==> src/rtl/gau_pkg.sv <==
// gau_pkg: shared constants for the gate array unit (op encoding, default
// lane geometry and output buffer depth).
package gau_pkg;

    localparam int GAU_LANE_W     = 4;
    localparam int GAU_LANES      = 4;
    localparam int GAU_FIFO_DEPTH = 2;

    // Operation select carried on in_op; OP_ACC folds beats into an accumulator
    typedef enum logic [1:0] {
        OP_AND = 2'd0,
        OP_OR  = 2'd1,
        OP_XOR = 2'd2,
        OP_ACC = 2'd3
    } gau_op_e;

endpackage

==> src/rtl/gau_lane.sv <==
// gau_lane: one lane of the gate array. Applies the selected bitwise op to
// LANE_W bits and flags an all-zero lane result. Purely combinational.
module gau_lane
    import gau_pkg::*;
#(
    parameter int LANE_W = GAU_LANE_W
) (
    input  logic [1:0]        op,
    input  logic [LANE_W-1:0] a,
    input  logic [LANE_W-1:0] b,
    input  logic [LANE_W-1:0] acc,
    output logic [LANE_W-1:0] res,
    output logic              zero
);

    // Select the lane result; ACC folds both operands into the running value
    always_comb begin
        res = '0;
        case (gau_op_e'(op))
            OP_AND:  res = a & b;
            OP_OR:   res = a | b;
            OP_XOR:  res = a ^ b;
            OP_ACC:  res = acc & a & b;
            default: res = '0;
        endcase
    end

    assign zero = ~|res;

endmodule

==> src/rtl/gate_array_unit.sv <==
// gate_array_unit: registered, handshaked bitwise op across LANES lanes of
// LANE_W bits, with a multi-beat accumulated AND and a 2-entry output FIFO.
// Optional feature: define GATE_ARRAY_UNIT_PARITY_EN to add out_par, the
// per-lane even parity of each result, stored alongside the data.
module gate_array_unit
    import gau_pkg::*;
#(
    parameter int LANE_W = GAU_LANE_W,
    parameter int LANES  = GAU_LANES
) (
    input  logic                     clk,
    input  logic                     rst_n,
    input  logic                     in_valid,
    output logic                     in_ready,
    input  logic [1:0]               in_op,
    input  logic                     in_last,
    input  logic [LANE_W*LANES-1:0]  in_a,
    input  logic [LANE_W*LANES-1:0]  in_b,
    output logic                     out_valid,
    input  logic                     out_ready,
    output logic [LANE_W*LANES-1:0]  out_data,
    output logic [LANES-1:0]         out_zero
`ifdef GATE_ARRAY_UNIT_PARITY_EN
    ,
    output logic [LANES-1:0]         out_par
`endif
);

    localparam int DW = LANE_W * LANES;
    localparam logic [1:0] DEPTH = 2'(GAU_FIFO_DEPTH);

    logic [DW-1:0]    acc;
    logic [DW-1:0]    lane_res;
    logic [LANES-1:0] lane_zero;

    logic [DW-1:0]    mem_data [GAU_FIFO_DEPTH];
    logic [LANES-1:0] mem_zero [GAU_FIFO_DEPTH];
    logic [0:0]       wr_ptr;
    logic [0:0]       rd_ptr;
    logic [1:0]       count;

    logic accept;
    logic is_acc;
    logic push;
    logic pop;

    // Lane array: the flat operand and accumulator buses split LANE_W bits per instance
    gau_lane #(.LANE_W(LANE_W)) u_lane [LANES-1:0] (
        .op   (in_op),
        .a    (in_a),
        .b    (in_b),
        .acc  (acc),
        .res  (lane_res),
        .zero (lane_zero)
    );

    // in_ready depends only on the registered count, never on out_ready
    assign in_ready  = (count < DEPTH);
    assign out_valid = (count != 2'd0);
    assign accept    = in_valid && in_ready;
    assign is_acc    = (gau_op_e'(in_op) == OP_ACC);
    assign push      = accept && (!is_acc || in_last);
    assign pop       = out_valid && out_ready;

    assign out_data  = mem_data[rd_ptr];
    assign out_zero  = mem_zero[rd_ptr];

    // Accumulator: non-last ACC beats fold in, the last beat restarts it at all ones
    always_ff @(posedge clk or negedge rst_n) begin
        if (!rst_n) begin
            acc <= '1;
        end else if (accept && is_acc) begin
            acc <= in_last ? '1 : lane_res;
        end
    end

    // Output FIFO: write at wr_ptr, read at rd_ptr, occupancy tracked in count
    always_ff @(posedge clk or negedge rst_n) begin
        if (!rst_n) begin
            for (int i = 0; i < GAU_FIFO_DEPTH; i++) begin
                mem_data[i] <= '0;
                mem_zero[i] <= '1;
            end
            wr_ptr <= '0;
            rd_ptr <= '0;
            count  <= '0;
        end else begin
            if (push) begin
                mem_data[wr_ptr] <= lane_res;
                mem_zero[wr_ptr] <= lane_zero;
                wr_ptr           <= ~wr_ptr;
            end
            if (pop) begin
                rd_ptr <= ~rd_ptr;
            end
            case ({push, pop})
                2'b10:   count <= count + 2'd1;
                2'b01:   count <= count - 2'd1;
                default: count <= count;
            endcase
        end
    end

`ifdef GATE_ARRAY_UNIT_PARITY_EN
    logic [LANES-1:0] lane_par;
    logic [LANES-1:0] mem_par [GAU_FIFO_DEPTH];

    // Even parity of each lane result, computed before it enters the FIFO
    always_comb begin
        lane_par = '0;
        for (int i = 0; i < LANES; i++) begin
            lane_par[i] = ^lane_res[i*LANE_W +: LANE_W];
        end
    end

    // Parity storage follows the same write pointer as the data
    always_ff @(posedge clk or negedge rst_n) begin
        if (!rst_n) begin
            for (int i = 0; i < GAU_FIFO_DEPTH; i++) begin
                mem_par[i] <= '0;
            end
        end else if (push) begin
            mem_par[wr_ptr] <= lane_par;
        end
    end

    assign out_par = mem_par[rd_ptr];
`endif

endmodule

==> config.mk <==
export PLATFORM = sky130hd
export DESIGN_NAME = gate_array_unit
export DESIGN_NICKNAME = d
export VERILOG_FILES = /design/src/rtl/gau_pkg.sv /design/src/rtl/gau_lane.sv /design/src/rtl/gate_array_unit.sv
export SDC_FILE = /design/constraint.sdc
export NUM_CORES = 1
export LEC_CHECK = 0
export ABC_AREA = 1
export CAP_MARGIN = 0
export CORE_MARGIN = 2
export CORE_UTILIZATION = 49
export DETAILED_ROUTE_END_ITERATION = 7
export GPL_TIMING_DRIVEN = 0
export PLACE_DENSITY_LB_ADDON = 0.1
export SYNTH_ARGS = -nofsm -noshare
export SYNTH_HDL_FRONTEND = slang
export SYNTH_SLANG_ARGS = --single-unit
==> constraint.sdc <==
create_clock -name clk -period 1.5 [get_ports clk]
set_input_delay 0.15 -clock clk [delete_from_list [all_inputs] [get_ports clk]]
set_output_delay 0.15 -clock clk [all_outputs]
set_load 0.005 [all_outputs]
==> results of run 1 <==
area by class of cell:
cell class,count,area (µm²)
fill,660,2357
multi-input combinational,338,1772
sequential,60,1533
timing repair buffer,77,683.2
inverter,111,426.7
buffer,18,190.2
clock buffer,15,176.4
tap,99,123.9
clock inverter,1,30.03
flip-flops by register name, indices dropped and copies added (netlist names):
signal and flops:
mem_zero 8, count 2, wr_ptr 1, rd_ptr 1, acc 16, mem_data 32
repair_timing:
item | CTS | global route
hold buffers | 1 | 0
setup endpoints to repair | 72 | 43
pin swaps | 1 | 13
endpoints found under the hold margin | 26 | 0
buffers inserted | 10 | 3
gates cloned | 1 | 1
resized for setup | 139 | 31
cells in the final DEF, fill, tap and decap left out, types with 2 or more instances in the layout:
master and instances:
sky130_fd_sc_hd__buf_12 2, sky130_fd_sc_hd__nand2_2 13, sky130_fd_sc_hd__nor2_1 11, sky130_fd_sc_hd__nor2_2 3, sky130_fd_sc_hd__inv_1 104, sky130_fd_sc_hd__o21ai_0 18
sky130_fd_sc_hd__clkbuf_1 3, sky130_fd_sc_hd__nor2_4 2, sky130_fd_sc_hd__xor2_1 2, sky130_fd_sc_hd__inv_4 2, sky130_fd_sc_hd__nand3_1 14, sky130_fd_sc_hd__ha_4 2
sky130_fd_sc_hd__nand3b_1 4, sky130_fd_sc_hd__dfstp_2 24, sky130_fd_sc_hd__inv_2 4, sky130_fd_sc_hd__o22ai_1 16, sky130_fd_sc_hd__clkbuf_2 2, sky130_fd_sc_hd__clkdlybuf4s50_1 35
sky130_fd_sc_hd__dlygate4sd2_1 3, sky130_fd_sc_hd__nand2_4 3, sky130_fd_sc_hd__buf_8 2, sky130_fd_sc_hd__o21ai_1 3, sky130_fd_sc_hd__buf_6 17, sky130_fd_sc_hd__o21ai_2 16
sky130_fd_sc_hd__buf_4 9, sky130_fd_sc_hd__nand2_1 208, sky130_fd_sc_hd__buf_2 22, sky130_fd_sc_hd__clkbuf_8 12, sky130_fd_sc_hd__dfrtp_1 35, sky130_fd_sc_hd__ha_1 19
per-layer routing:
layer / up-vias / share of wire / global-route usage
met5: - / 0 / 0
met2: 97 / 0.50 / 0.4086
met4: 0 / 0.010 / 0.08586
li1: 1754 / - / -
met3: 11 / 0.048 / 0.04481
met1: 1591 / 0.44 / 0.2997
power by group:
group	internal [W]	total (W)	switching [W]
sequential	0.00260	0.00297	0.000370
clock	0.000907	0.00152	0.000612
combinational	0.00170	0.00365	0.00195
total	0.00520	0.00813	0.00294
cells by family after synthesis:
logic type | Yosys count | synth area share
AND/OR/NAND/NOR | 259 | 0.2777
buffers and inverters | 131 | 0.1514
flip-flops | 60 | 0.4110
XOR/XNOR | 3 | 0.007053
AO/OA/AOI/OAI | 55 | 0.08227
adder cells (fa/ha/maj) | 21 | 0.07052
critical path: stages (launching register included):
cell and delay (ns):
sky130_fd_sc_hd__dfrtp_1 0.39, sky130_fd_sc_hd__inv_2 0.09, sky130_fd_sc_hd__nand2_4 0.07, sky130_fd_sc_hd__a21oi_4 0.15, sky130_fd_sc_hd__inv_4 0.07, sky130_fd_sc_hd__ha_4 0.22, sky130_fd_sc_hd__a21oi_2 0.13, sky130_fd_sc_hd__o21ai_1 0.10
sky130_fd_sc_hd__xor2_1 0.17
stage by stage:
step / std cells / utilization / cell area, µm² / power [W] / hold WS (ns)
after floorplan: 529 / - / 3744 / 0.004674 / -0.1456
after global placement: 688 / 0.6127 / 4468 / 0.005888 / 0.4539
after detailed placement: 689 / 0.6148 / 4483 / 0.006012 / 0.2054
after CTS: 716 / 0.6608 / 4818 / 0.007832 / 0.3833
after global routing: 719 / 0.6767 / 4935 / 0.008702 / 0.4229
final: 719 / 0.6767 / 4935 / 0.008133 / 0.3673
worst max path at each step:
stage	start	endpoint	slack (ns)
2_1_floorplan	count[1]	count[1]	0.03
3_3_place_gp	rst_n	count[1]	-1.65
3_5_place_dp	in_op[0]	mem_zero[0]	-0.60
4_1_cts	rd_ptr	out_zero[3]	-0.09
5_1_grt	count[1]	count[1]	-0.06
6_report	count[1]	count[1]	-0.01
==> metrics.sh, run 1 <==
P_LEAK_nW=2.731
SYNTH_AREA_PER_CELL_UM2=7.044
SLEW-LIMIT-HEADROOM=0.5832
POST_SYNTH_MAIN_AREA_CONTRIBUTORS='sky130_fd_sc_hd__dfrtp_1 (24%), sky130_fd_sc_hd__nand2_1 (22%), sky130_fd_sc_hd__dfstp_2 (17%)'
POST_DRT_VIA_CELL_RATIO=4.803
GRT.TOTAL_USAGE=0.2383
SEQ_AREA_FRAC_SYNTH=0.4110
MAX_FREQ_MHz=661.6
SYNTH-SEQ-CELLS=60
TIMING.REG2REG.WORST_PATH_DEPTH=8
TIME_THE_FINAL_WORST_PATH_NEEDS_WITH_I_O_DELAYS_AND_SETUP_NS=1.512
AREA.GROWTH.SYNTH_TO_FINAL_PCT=32.44
SETUP.WORST_PATH.END_CLASS='register'
CLOCK_TREE_FROM_TRITONCTS='done'
SYNTHDOMINANTCELLAREASHARE=0.2418
DIE_WIDTH_UM=91.20
DRT_FIRST_PASS_ITERS=4
IO_PINS=61
GRT_PASS1_VIAS=3411
INSERTION_DELAY_NS=0.34
ASYNC_RESET_FF_FRAC=1.000
PLACE_WS_NS=-0.6037
FINALSETUPVIOLATIONS=1
TIMING.FINAL.WS_SETUP_NS=-0.01155
TIMING.HOLD.WORST.CLASS='input port to asynchronous set/reset pin'
CTS-HTREE-LEVELS=3
SYN-INSTANCE-COUNT=529
DESIGN.DIE.AREA_MM2=0.008317
FAILED_CHECKS='setup timing'
SYNTH_MOST_COMMON_CELL='sky130_fd_sc_hd__nand2_1'
FINAL-HOLD-VIOLATION-COUNT=0
RRSETUPSLACK_NS=-0.01
FIN_WORST_SKEW_NS=0.01116
FP.DIEH_UM=91.20
PIN_COUNT_OF_THE_BIGGEST_NET_ENTERING_GLOBAL_ROUTING=35
MAX_SLEW.WORST_PIN.SLEW_NS=0.6252
VDD.IR_DROP.WORST_V=0.0005576
SYNTH_LARGEST_AREA_CELL='sky130_fd_sc_hd__dfrtp_1'
STARTPOINT_TYPE='register'
GRT_PASS1_WL_MM=15.79
FINALWIRELENGTH_MM=9.529
CTS_BUFFERS=9
CORE_AREA_MM2=0.007292
DRC=0
DR_TOTAL_VIAS=3453
FINAL_NETS=675
SYNTH_NETS=589
TIMING_MAX_TRANSITION_VIOLATIONS_FINAL=0
GLOBAL_ROUTE.OVERFLOW_TOTAL=0
GRT_SETUP_UNREPAIRED='yes'
SYNTH.TOP_CELLS.BY_COUNT='sky130_fd_sc_hd__nand2_1 (221), sky130_fd_sc_hd__inv_1 (106), sky130_fd_sc_hd__dfrtp_1 (36)'
WORST-ENDPOINT-REQUIRED_NS=1.73
SETUP.WORST_PATH.CLASS='register to register'
SETUP_TOTAL_NEGATIVE_SLACK_NS=-0.01155
CLOCK_SINKS=60
IO_BUFFERS=60
CP.ARRIVAL_NS=1.74
EDFF_COUNT_SYNTH=0
N_ANTENNA_CELL=0
RR_STARTPOINT='count[1]'
POSTROUTEANTENNANETS=0
POST_ROUTE_CELLS_DRIVE_ABOVE_1_SHARE=0.2290
CLK_PIN_SLEW_WORST_PATHS_NS=0.07
DP_HPWL_MM=6.483
PWR_DENSITY_CELL_mW_PER_MM2=1648
REG2REG_TO='count[1]'
CLOCK_ROOT_CELL='sky130_fd_sc_hd__clkbuf_8'
PLACER_CONGESTION_ESTIMATE=0.8020
PERIOD_SHARE=1.008
NETLIST-CELL-TYPE-COUNT=26
STATUS='finished with violations'
SYNTH_TOP_FLOP_CELL='sky130_fd_sc_hd__dfrtp_1'
ROWS=31
GRT_ANTENNA_BEFORE_REPAIR=0
INITIAL_DRC_COUNT=112
SYNTHESIS.YOSYS.WARNINGS=0
WIRE_PER_INST_UM=13.25
CP_MAX_FANOUT=3
CTS_BUFFER_DEPTH=2
NETLIST_AREA_MM2=0.003726
DRV.MAX_CAP_VIOLATION_COUNT=0
STARTING_DENSITY_OF_THE_CORE=0.5110
Note: power is estimated with default switching activity, not from simulation.
==> inputs of run 2 (changes only) <==
--- a/config.mk
+++ b/config.mk
@@ -7,8 +7,9 @@
 export LEC_CHECK = 0
 export ABC_AREA = 1
 export CAP_MARGIN = 0
-export CORE_MARGIN = 2
+export CORE_MARGIN = 5
 export CORE_UTILIZATION = 49
+export CTS_CLUSTER_DIAMETER = 30
 export DETAILED_ROUTE_END_ITERATION = 7
 export GPL_TIMING_DRIVEN = 0
 export PLACE_DENSITY_LB_ADDON = 0.1
==> metrics.sh, run 2 (synthesis gave the netlist of run 1 again) <==
STDCELL_COUNT=720  # +0.14%
POWER.SHARE.SWITCHING=0.3577  # -0.003226
LARGEST_REGISTER_BY_FLOP_COUNT='mem_data'
RR_STARTPOINT='count[0]'
DP_HPWL_MM=6.715  # +3.6%
CPMAXSTAGEDELAYCELL='sky130_fd_sc_hd__dfrtp_2'
POWER_SWITCHING_W=0.002911  # -0.82%
PATH_COMMON_CELL='sky130_fd_sc_hd__buf_6'
VDD.IR_DROP.WORST_V=0.0005826  # +4.5%
POSTROUTEANTENNANETS=0  # unchanged
LAYOUT_TOP_REGISTERS='mem_data: 32 flops, acc: 16 flops, mem_zero: 8 flops'
CTS_BUFFER_DEPTH=2  # unchanged
IO_BUFFERS=60  # unchanged
CLOCK_TREE_FROM_TRITONCTS='done'
DRV.MAX_CAP_VIOLATION_COUNT=0  # unchanged
FIN_WORST_SKEW_NS=0.008287  # -0.002875 ns
TIMING.HOLD.WORST.CLASS='input port to asynchronous set/reset pin'
PLACEDINSTANCEAREA_MM2=0.004483  # unchanged
GRT.TOTAL_USAGE=0.2026  # -0.03568
POST_DRT_VIA_CELL_RATIO=4.772  # -0.63%
CP.ARRIVAL_NS=1.40  # -0.34 ns
WIRE_PER_INST_UM=13.15  # -0.75%
POWER.SHARE.CLOCK=0.187  # about the same
REG2REG_TO='count[1]'
PROPORTION_OF_POWER_DRAWN_BY_FLIP_FLOPS_AND_LATCHES=0.367  # +0.002
STATUS='finished with violations'
CP_MAX_FANOUT=4  # +1
N_ANTENNA_CELL=0  # unchanged
ROWS=31  # unchanged
DESIGN.DIE.AREA_MM2=0.009448  # +14%
LARGEST_REGISTER_FFS=32  # unchanged
FINAL_UTIL=0.6761  # -0.0006790
FINAL-HOLD-VIOLATION-COUNT=0  # unchanged
FINALSETUPVIOLATIONS=5  # +4
PLACER_CONGESTION_ESTIMATE=0.8496  # +5.9%
GLOBAL_ROUTE.OVERFLOW_TOTAL=0  # unchanged
TIME_THE_FINAL_WORST_PATH_NEEDS_WITH_I_O_DELAYS_AND_SETUP_NS=1.546  # +0.03452 ns
STARTING_DENSITY_OF_THE_CORE=0.5083  # -0.002704
CORE_AREA_MM2=0.007331  # +0.53%
DR_TOTAL_VIAS=3436  # -0.49%
FAILED_CHECKS='setup timing'
STARTPOINT_TYPE='register'
POWER.SHARE.COMBINATIONAL=0.445  # -0.004
GRT_PASS1_WL_MM=15.77  # about the same
FP.DIEH_UM=97.20  # +6.6%
CLOCK_SINKS=60  # unchanged
DIE_WIDTH_UM=97.20  # +6.6%
INITIAL_DRC_COUNT=96  # -14%
CLOCK_ROOT_CELL='sky130_fd_sc_hd__clkbuf_8'
FINALWIRELENGTH_MM=9.471  # -0.61%
RRSETUPSLACK_NS=0.04  # +0.05 ns
CLK_PIN_SLEW_WORST_PATHS_NS=0.07  # about the same
SETUP.WORST_PATH.END_CLASS='output pin'
LAYOUT_COMMONEST_CELL='sky130_fd_sc_hd__nand2_1'
PERIOD_SHARE=1.031  # +0.02301
WORST-ENDPOINT-REQUIRED_NS=1.35  # -0.38 ns
PLACE_WS_NS=-0.5930  # +0.01070 ns
GRT_PASS1_VIAS=3350  # -1.8%
PATH_CELLS='buf_8 -> buf_6 -> buf_6 -> nand2_2 -> o21ai_1 -> buf_2'
GRT_SETUP_UNREPAIRED='yes'
GRT_ANTENNA_BEFORE_REPAIR=0  # unchanged
SLEW-LIMIT-HEADROOM=0.6318  # +0.04867
DRC=0  # unchanged
CTS-HTREE-LEVELS=3  # unchanged
PIN_COUNT_OF_THE_BIGGEST_NET_ENTERING_GLOBAL_ROUTING=39  # +11%
INSERTION_DELAY_NS=0.34  # about the same
TIMING.REG2REG.WORST_PATH_DEPTH=7  # -1
FIN_AREA_MM2=0.004956  # +0.43%
MAX_SLEW.WORST_PIN.SLEW_NS=0.5522  # -0.07300 ns
CRITICAL_PATH.MAX_STAGE_DELAY_NS=0.46  # +0.07 ns
SETUP.WORST_PATH.CLASS='register to output pin'
CTS_BUFFERS=9  # unchanged
POST_ROUTE_CELLS_DRIVE_ABOVE_1_SHARE=0.2206  # -0.008420
IO_PINS=61  # unchanged
P_LEAK_nW=2.750  # +0.69%
TIMING_MAX_TRANSITION_VIOLATIONS_FINAL=0  # unchanged
DRT_FIRST_PASS_ITERS=4  # unchanged
AREA.GROWTH.SYNTH_TO_FINAL_PCT=33.01
FINAL_NETS=676  # +0.15%
PWR_DENSITY_CELL_mW_PER_MM2=1642  # -0.36%
MOSTFREQUENTLAYOUTCELLS='sky130_fd_sc_hd__nand2_1 (204), sky130_fd_sc_hd__inv_1 (104), sky130_fd_sc_hd__clkdlybuf4s50_1 (36)'
FINAL.HOLD.WORST_SLACK_NS=0.3345  # -0.03280 ns
MAX_FREQ_MHz=646.8  # -2.2%
DP_CELLS=689  # unchanged
TIMING.FINAL.WS_SETUP_NS=-0.04606  # -0.03452 ns
INTERNAL_POWER_W=0.005228  # +0.58%
-- run 2: changes by cell type in the layout (fill, tap and decap cells not counted), moves of 2 or more --
cell	before	now
sky130_fd_sc_hd__nand2_1	208	204
sky130_fd_sc_hd__nand2_4	3	8
sky130_fd_sc_hd__buf_6	17	14
sky130_fd_sc_hd__o21ai_2	16	8
sky130_fd_sc_hd__buf_4	9	11
sky130_fd_sc_hd__o21ai_1	3	11
-- run 2: worst max path at each step --
stage / from / to / depth (start not counted)
2_1_floorplan: count[1] / count[1] / 8
3_3_place_gp: rst_n / count[1] / 1
3_5_place_dp: in_op[0] / mem_zero[5] / 11
4_1_cts: rd_ptr / out_data[11] / 6
5_1_grt: rd_ptr / out_data[11] / 6
6_report: rd_ptr / out_data[11] / 6
-- run 2: repair_timing --
action | in CTS | in global routing
hold buffers | 1 | 0
buffers inserted | 8 | 5
hold endpoints to repair | 22 | 0
gates resized for setup | 118 | 48
pin swaps | 1 | 9
cloned | 0 | 2
setup endpoints to repair | 72 | 40
-- run 2: cell type report --
cell class,count,area (µm²)
plain buffers,19,221.5
clock buffers,15,176.4
clock inverters,1,30.03
fillers,587,2375
inverters,111,426.7
multi-input cells,338,1782
flip-flops and latches,60,1533
well taps,99,123.9
repair buffers,77,663.1
-- run 2: layer usage --
metal,global-route usage,routed length [µm],share of wire,vias up
met5,0,0,0,-
met4,0.09287,182,0.019,0
met3,0.02943,452,0.048,14
met2,0.3243,4554,0.48,88
met1,0.2708,4281,0.45,1579
li1,-,-,-,1755
-- run 2: worst max-delay path: cells and delay by family (launching register included) --
| kind | cells | cell delay (ns) |
|---|---|---|
| AOI/OAI and AO/OA | 1 | 0.05 |
| buffers and inverters | 4 | 0.51 |
| and+or+nand+nor | 1 | 0.04 |
| DFF | 1 | 0.46 |
-- run 2: per-stage QoR --
| step | total power [W] | TNS [ns] |
|---|---|---|
| floorplan | 0.004674 | 0 |
| global placement | 0.005903 | -113.80 |
| detailed placement | 0.006017 | -34.41 |
| CTS | 0.007670 | -0.5464 |
| global route | 0.008709 | -0.7443 |
| finish | 0.008139 | -0.1594 |
-- run 2: power groups by stage --
stage               registers, W  clock network (W)  logic, W
finish                   0.00299            0.00152   0.00362
global route             0.00307            0.00161   0.00403
CTS                      0.00295            0.00154   0.00318
detailed placement       0.00295                  0   0.00307
global placement         0.00292                  0   0.00299
floorplan                0.00286                  0   0.00181
